`src/rtl/uart_pkg.sv`:
```
// Shared UART constants used by the receive-side controller and its FIFO.
package uart_pkg;
    localparam int         UART_OVERSAMPLE = 16;
    localparam int         RX_FIFO_DEPTH   = 16;
    localparam logic [7:0] NAK_CNT_MAX     = 8'hFF;
    localparam int         DIV_MIN         = 2;
endpackage

```
`src/rtl/uart_rx_fifo.sv`:
```
// First-word-fall-through receive FIFO; the head byte is visible on rdata while not empty.
module uart_rx_fifo #(
    parameter int DEPTH = 16,
    parameter int AW    = 4
) (
    input  logic          clk,
    input  logic          areset,
    input  logic          push,
    input  logic [7:0]    wdata,
    input  logic          pop,
    output logic [7:0]    rdata,
    output logic [AW:0]   count,
    output logic          full,
    output logic          empty
);
    logic [7:0]    mem [DEPTH];
    logic [AW-1:0] wr_ptr;
    logic [AW-1:0] rd_ptr;
    logic          do_push;
    logic          do_pop;

    assign empty   = (count == '0);
    assign full    = (count == (AW+1)'(DEPTH));
    // A pop frees the slot at the same edge, so a push at full still fits.
    assign do_pop  = pop & ~empty;
    assign do_push = push & (~full | do_pop);
    assign rdata   = empty ? 8'h00 : mem[rd_ptr];

    always_ff @(posedge clk) begin
        if (do_push) begin
            mem[wr_ptr] <= wdata;
        end
    end

    always_ff @(posedge clk) begin
        if (areset) begin
            wr_ptr <= '0;
            rd_ptr <= '0;
            count  <= '0;
        end else begin
            if (do_push) wr_ptr <= wr_ptr + 1'b1;
            if (do_pop)  rd_ptr <= rd_ptr + 1'b1;
            case ({do_push, do_pop})
                2'b10:   count <= count + 1'b1;
                2'b01:   count <= count - 1'b1;
                default: count <= count;
            endcase
        end
    end
endmodule

```
`src/rtl/uart_rx_ctrl.sv`:
```
// Receive-side controller: oversample tick generator, parity config gating,
// byte capture into the host FIFO, and NAK / overrun statistics.
module uart_rx_ctrl
    import uart_pkg::*;
#(
    parameter int DIV_W = 16,
    parameter int DEPTH = RX_FIFO_DEPTH,
    parameter int AW    = 4
) (
    input  logic             clk,
    input  logic             areset,
    input  logic             rx_en,
    input  logic [DIV_W-1:0] baud_div,
    input  logic             par_en_cfg,
    input  logic             clr_stats,
    output logic             rx_enbl,
    output logic             p_enbl,
    input  logic [7:0]       rx_dout,
    input  logic             rx_flag,
    input  logic             rx_fb,
    input  logic             rd_en,
    output logic [7:0]       rd_data,
    output logic             empty,
    output logic             full,
    output logic [AW:0]      count,
    output logic             overrun,
    output logic             nak_pulse,
    output logic [7:0]       nak_cnt
);
    logic [DIV_W-1:0] div_cnt;
    logic [DIV_W-1:0] eff_div;
    logic             tick_wrap;
    logic [7:0]       dout_q;
    logic             flag_q, flag_qq;
    logic             fb_q, fb_qq;
    logic             push_ev;
    logic             nak_ev;
    logic             drop;
    logic [7:0]       nak_base;

    assign eff_div   = (baud_div < DIV_W'(DIV_MIN)) ? DIV_W'(DIV_MIN) : baud_div;
    // ">=" rather than "==" so a shrinking divisor wraps on the next clk.
    assign tick_wrap = (div_cnt >= eff_div - DIV_W'(1));

    always_ff @(posedge clk) begin
        if (areset) begin
            div_cnt <= '0;
            rx_enbl <= 1'b0;
            p_enbl  <= 1'b0;
        end else if (!rx_en) begin
            div_cnt <= '0;
            rx_enbl <= 1'b0;
            p_enbl  <= par_en_cfg;
        end else if (tick_wrap) begin
            div_cnt <= '0;
            rx_enbl <= 1'b1;
        end else begin
            div_cnt <= div_cnt + 1'b1;
            rx_enbl <= 1'b0;
        end
    end

    // Receiver outputs settle within a clk, so one capture stage suffices.
    always_ff @(posedge clk) begin
        if (areset) begin
            dout_q  <= '0;
            flag_q  <= 1'b0;
            flag_qq <= 1'b0;
            fb_q    <= 1'b0;
            fb_qq   <= 1'b0;
        end else begin
            dout_q  <= rx_dout;
            flag_q  <= rx_flag;
            flag_qq <= flag_q;
            fb_q    <= rx_fb;
            fb_qq   <= fb_q;
        end
    end

    assign push_ev  = flag_q & ~flag_qq;
    assign nak_ev   = fb_q & ~fb_qq;
    // Host pop protocol: rd_en is a request, accepted only while !empty.
    assign drop     = push_ev & full & ~rd_en;
    assign nak_base = clr_stats ? 8'h00 : nak_cnt;

    always_ff @(posedge clk) begin
        if (areset) begin
            overrun   <= 1'b0;
            nak_pulse <= 1'b0;
            nak_cnt   <= '0;
        end else begin
            nak_pulse <= nak_ev;
            if (drop)           overrun <= 1'b1;
            else if (clr_stats) overrun <= 1'b0;
            if (nak_ev && nak_base != NAK_CNT_MAX) nak_cnt <= nak_base + 1'b1;
            else                                   nak_cnt <= nak_base;
        end
    end

    uart_rx_fifo #(
        .DEPTH (DEPTH),
        .AW    (AW)
    ) u_fifo (
        .clk    (clk),
        .areset (areset),
        .push   (push_ev),
        .wdata  (dout_q),
        .pop    (rd_en),
        .rdata  (rd_data),
        .count  (count),
        .full   (full),
        .empty  (empty)
    );
endmodule
```
`config.mk`:
```
export PLATFORM = sky130hd
export DESIGN_NAME = uart_rx_ctrl
export DESIGN_NICKNAME = d
export VERILOG_FILES = /design/src/rtl/uart_pkg.sv /design/src/rtl/uart_rx_fifo.sv /design/src/rtl/uart_rx_ctrl.sv
export SDC_FILE = /design/constraint.sdc
export NUM_CORES = 1
export LEC_CHECK = 0
export CAP_MARGIN = 20
export CORE_MARGIN = 2
export CORE_UTILIZATION = 50
export DETAILED_ROUTE_END_ITERATION = 12
export PLACE_DENSITY = 0.69
export SLEW_MARGIN = 20
export SYNTH_ARGS = -nofsm -noshare
export SYNTH_HDL_FRONTEND = slang
export SYNTH_SLANG_ARGS = --single-unit
```
`constraint.sdc`:
```
create_clock -name clk -period 6 [get_ports clk]
set_clock_uncertainty 0.2 [all_clocks]
set_input_delay 1.2 -clock clk [delete_from_list [all_inputs] [get_ports clk]]
set_output_delay 1.2 -clock clk [all_outputs]
set_load 0.03 [all_outputs]
```
==> results.json <==
{
  "synth_compound_area_frac": 0.04981,
  "required_ns": 6.10,
  "numPortBuffers": 58,
  "finalNonFillerCells": 863,
  "gp_congestion": 0.8053,
  "cp-start-kind": "input pin",
  "wire_per_inst_um": 18.63,
  "io_pins": 59,
  "hold_viol_final": 0,
  "synth_mux_area_frac": 0.1194,
  "max_freq_mhz": 183.6,
  "dr.pass1.iters": 4,
  "cts_max_level": 4,
  "grt_max_degree": 41,
  "slew_headroom": 0.4122,
  "cp.arrival_ns": 5.54,
  "cts_buffers": 17,
  "grt_pass1_wl_um": 26250,
  "drcViolationCount": 0,
  "synth-xor-area-share": 0.03004,
  "cts.repair.resized": 0,
  "synth_cells": 572,
  "antenna_found_initial": 0,
  "worstMarginPinSlew_ns": 0.8785,
  "outcome": "complete, no violations",
  "dp.cells": 830,
  "syn_avg_cell_area_um2": 14.27,
  "final_max_slew_viol_count": 0,
  "hold_class": "reg2reg",
  "async_reset_ff_frac": 0,
  "yosys.area_share.adder": 0.04383,
  "cts-root-buf": "clkbuf_16",
  "end_kind": "flip-flop",
  "place_ws_ns": -0.09203,
  "synth-edff-count": 128,
  "routed_wirelength_um": 16080,
  "grt-ovfl-total": 0,
  "vdd_drop_max_uv": 376.5,
  "final_nets": 694,
  "grt.total_usage": 0.1929,
  "cts_hold_buf": 0,
  "synth-seq-cells": 185,
  "core_area_um2": 15940,
  "power_density_nw_per_um2": 350.6,
  "grt_pass1_vias": 5204,
  "seq_area_frac_synth": 0.6106,
  "vias": 4931,
  "synth_top_family_by_area": "simple AND/OR/NAND/NOR gates",
  "rows": 46,
  "clk_pin_slew_worst_paths_ns": 0.07,
  "cts_buffer_depth": 2,
  "dp_hpwl_um": 10770,
  "nFillCells": 1239,
  "start_util": 0.5121,
  "seq_area_um2": 4987,
  "leakage_nw": 3.159,
  "syn2layout_area_growth_pct": 17.29,
  "syn-num-nets": 632,
  "period_needed_ns": 5.447,
  "setup_violations": 0,
  "rsz0062_at_grt": "false",
  "die-width_um": 131.8,
  "ys_types": 59,
  "yosys_most_used_dff": "edfxtp_1",
  "die-area_um2": 17370,
  "diodes": 0,
  "clkLatencyLatePin_ns": 0.42,
  "die_h_um": 131.8,
  "initialDrtViolationCount": 291,
  "clkSinkCount": 185,
  "yosys_warnings": 0,
  "syn_area_um2": 8164,
  "postRouteAntennaNets": 0,
  "viasPerCell": 5.714,
  "multi_input_area_um2": 3022,
  "drive_gt1_frac": 0.1376,
  "setup_ws_ns": 0.5535,
  "postCtsSetupBuffers": 0,
  "yosys.area_share.simple": 0.1266,
  "final.period_utilization": 0.9078,
  "max_cap_viol_count": 0,
  "cts_tree": "done",
  "path_class": "in2reg",
  "critPathMaxFanout": 17
}
-- layout by cell type (no fill, tap or decap), types with 21 or more instances in the layout --
cell and n:
edfxtp_1 128, clkdlybuf4s50_1 58, dfxtp_1 55, mux4_2 32, nor2_1 30, nor4_1 27, ha_1 27, nor2b_1 24
mux2i_1 22, xnor2_1 21
-- synthesized netlist by cell type, drive strengths merged, types with 11 or more instances --
cell type	number	area (µm²)
mux4	32	720.7
or3	12	75.07
ha	27	337.8
o21ai	11	58.81
and2	11	68.82
nor4	28	190.2
inv	17	63.81
mux2i	22	220.2
nor2	30	112.6
nor2b	24	150.1
a21oi	14	70.07
clkbuf	17	63.81
xnor2	21	183.9
edfxtp	128	3844
dfxtp	57	1141
-- metrics by stage --
stage	util	area [µm²]	setup TNS [ns]	total power, mW	hold WS [ns]
floorplan	-	8164	0	2.025	0.2443
global placement	0.5633	8980	0	2.274	0.2607
detailed placement	0.5633	8980	-1.062	2.293	0.2669
CTS	0.5994	9557	0	3.381	0.2765
global route	0.6006	9575	0	3.491	0.3003
finish	0.6006	9575	0	3.358	0.2724
-- state kept, by name, summed over array words and instances (netlist names), 4 cells and up, named ones only --
| signal | count |
|---|---|
| u_fifo.count | 5 |
| u_fifo.wr_ptr | 4 |
| u_fifo.rd_ptr | 4 |
| div_cnt | 16 |
| nak_cnt | 8 |
| u_fifo.mem | 128 |
| dout_q | 8 |
-- critical path: stages --
cell and delay [ns]:
clkdlybuf4s50_1 0.46, or4_4 0.60, nor4_1 0.37, nand2_1 0.12, o31ai_1 0.32, ha_1 0.27
nand2b_1 0.14, nor4_1 0.27, xnor2_1 0.14, ha_1 0.20, a21o_1 0.17, a221o_1 0.31
a221o_1 0.59, nor4_1 0.37
-- layout make-up --
class | count | share of cell area
well taps | 216 | 0.02822
flip-flops and latches | 185 | 0.5208
repair buffers | 67 | 0.06847
inverters | 17 | 0.006664
clock buffers | 18 | 0.04482
multi-input cells | 346 | 0.3156
clock inverters | 14 | 0.01542
-- worst paths after layout --
kind / start / to / slack (ns) / cells past startpoint
worst max register to register: u_fifo.count[0] / u_fifo.count[4] / 2.70 / 9
worst min-delay path: flag_q / flag_qq / 0.27 / 1
worst min register to register: flag_q / flag_qq / 0.27 / 1
worst max-delay path: baud_div[8] / div_cnt[0] / 0.55 / 14
-- cell families (layout without fill, tap and decap cells) --
group           after synthesis  in the layout
flops                       185            185
simple gates                174            174
compound gates               59             59
mux                          57             57
buf+inv                      41            116
fa+ha+maj                    28             28
xor+xnor                     28             28
-- metal layers --
layer	vias up	global-route usage	share of wire
met4	0	0.05918	0.011
met3	14	0.04152	0.039
met1	2468	0.2369	0.43
li1	2352	-	-
met5	-	0	0
met2	97	0.3426	0.52
-- report_power, final --
group          internal, mW  switching (mW)  leakage (nW)
sequential             1.40          0.0755          1.64
clock                 0.617           0.475         0.278
combinational         0.361           0.432          1.25
(Power assumes the default switching activity.)
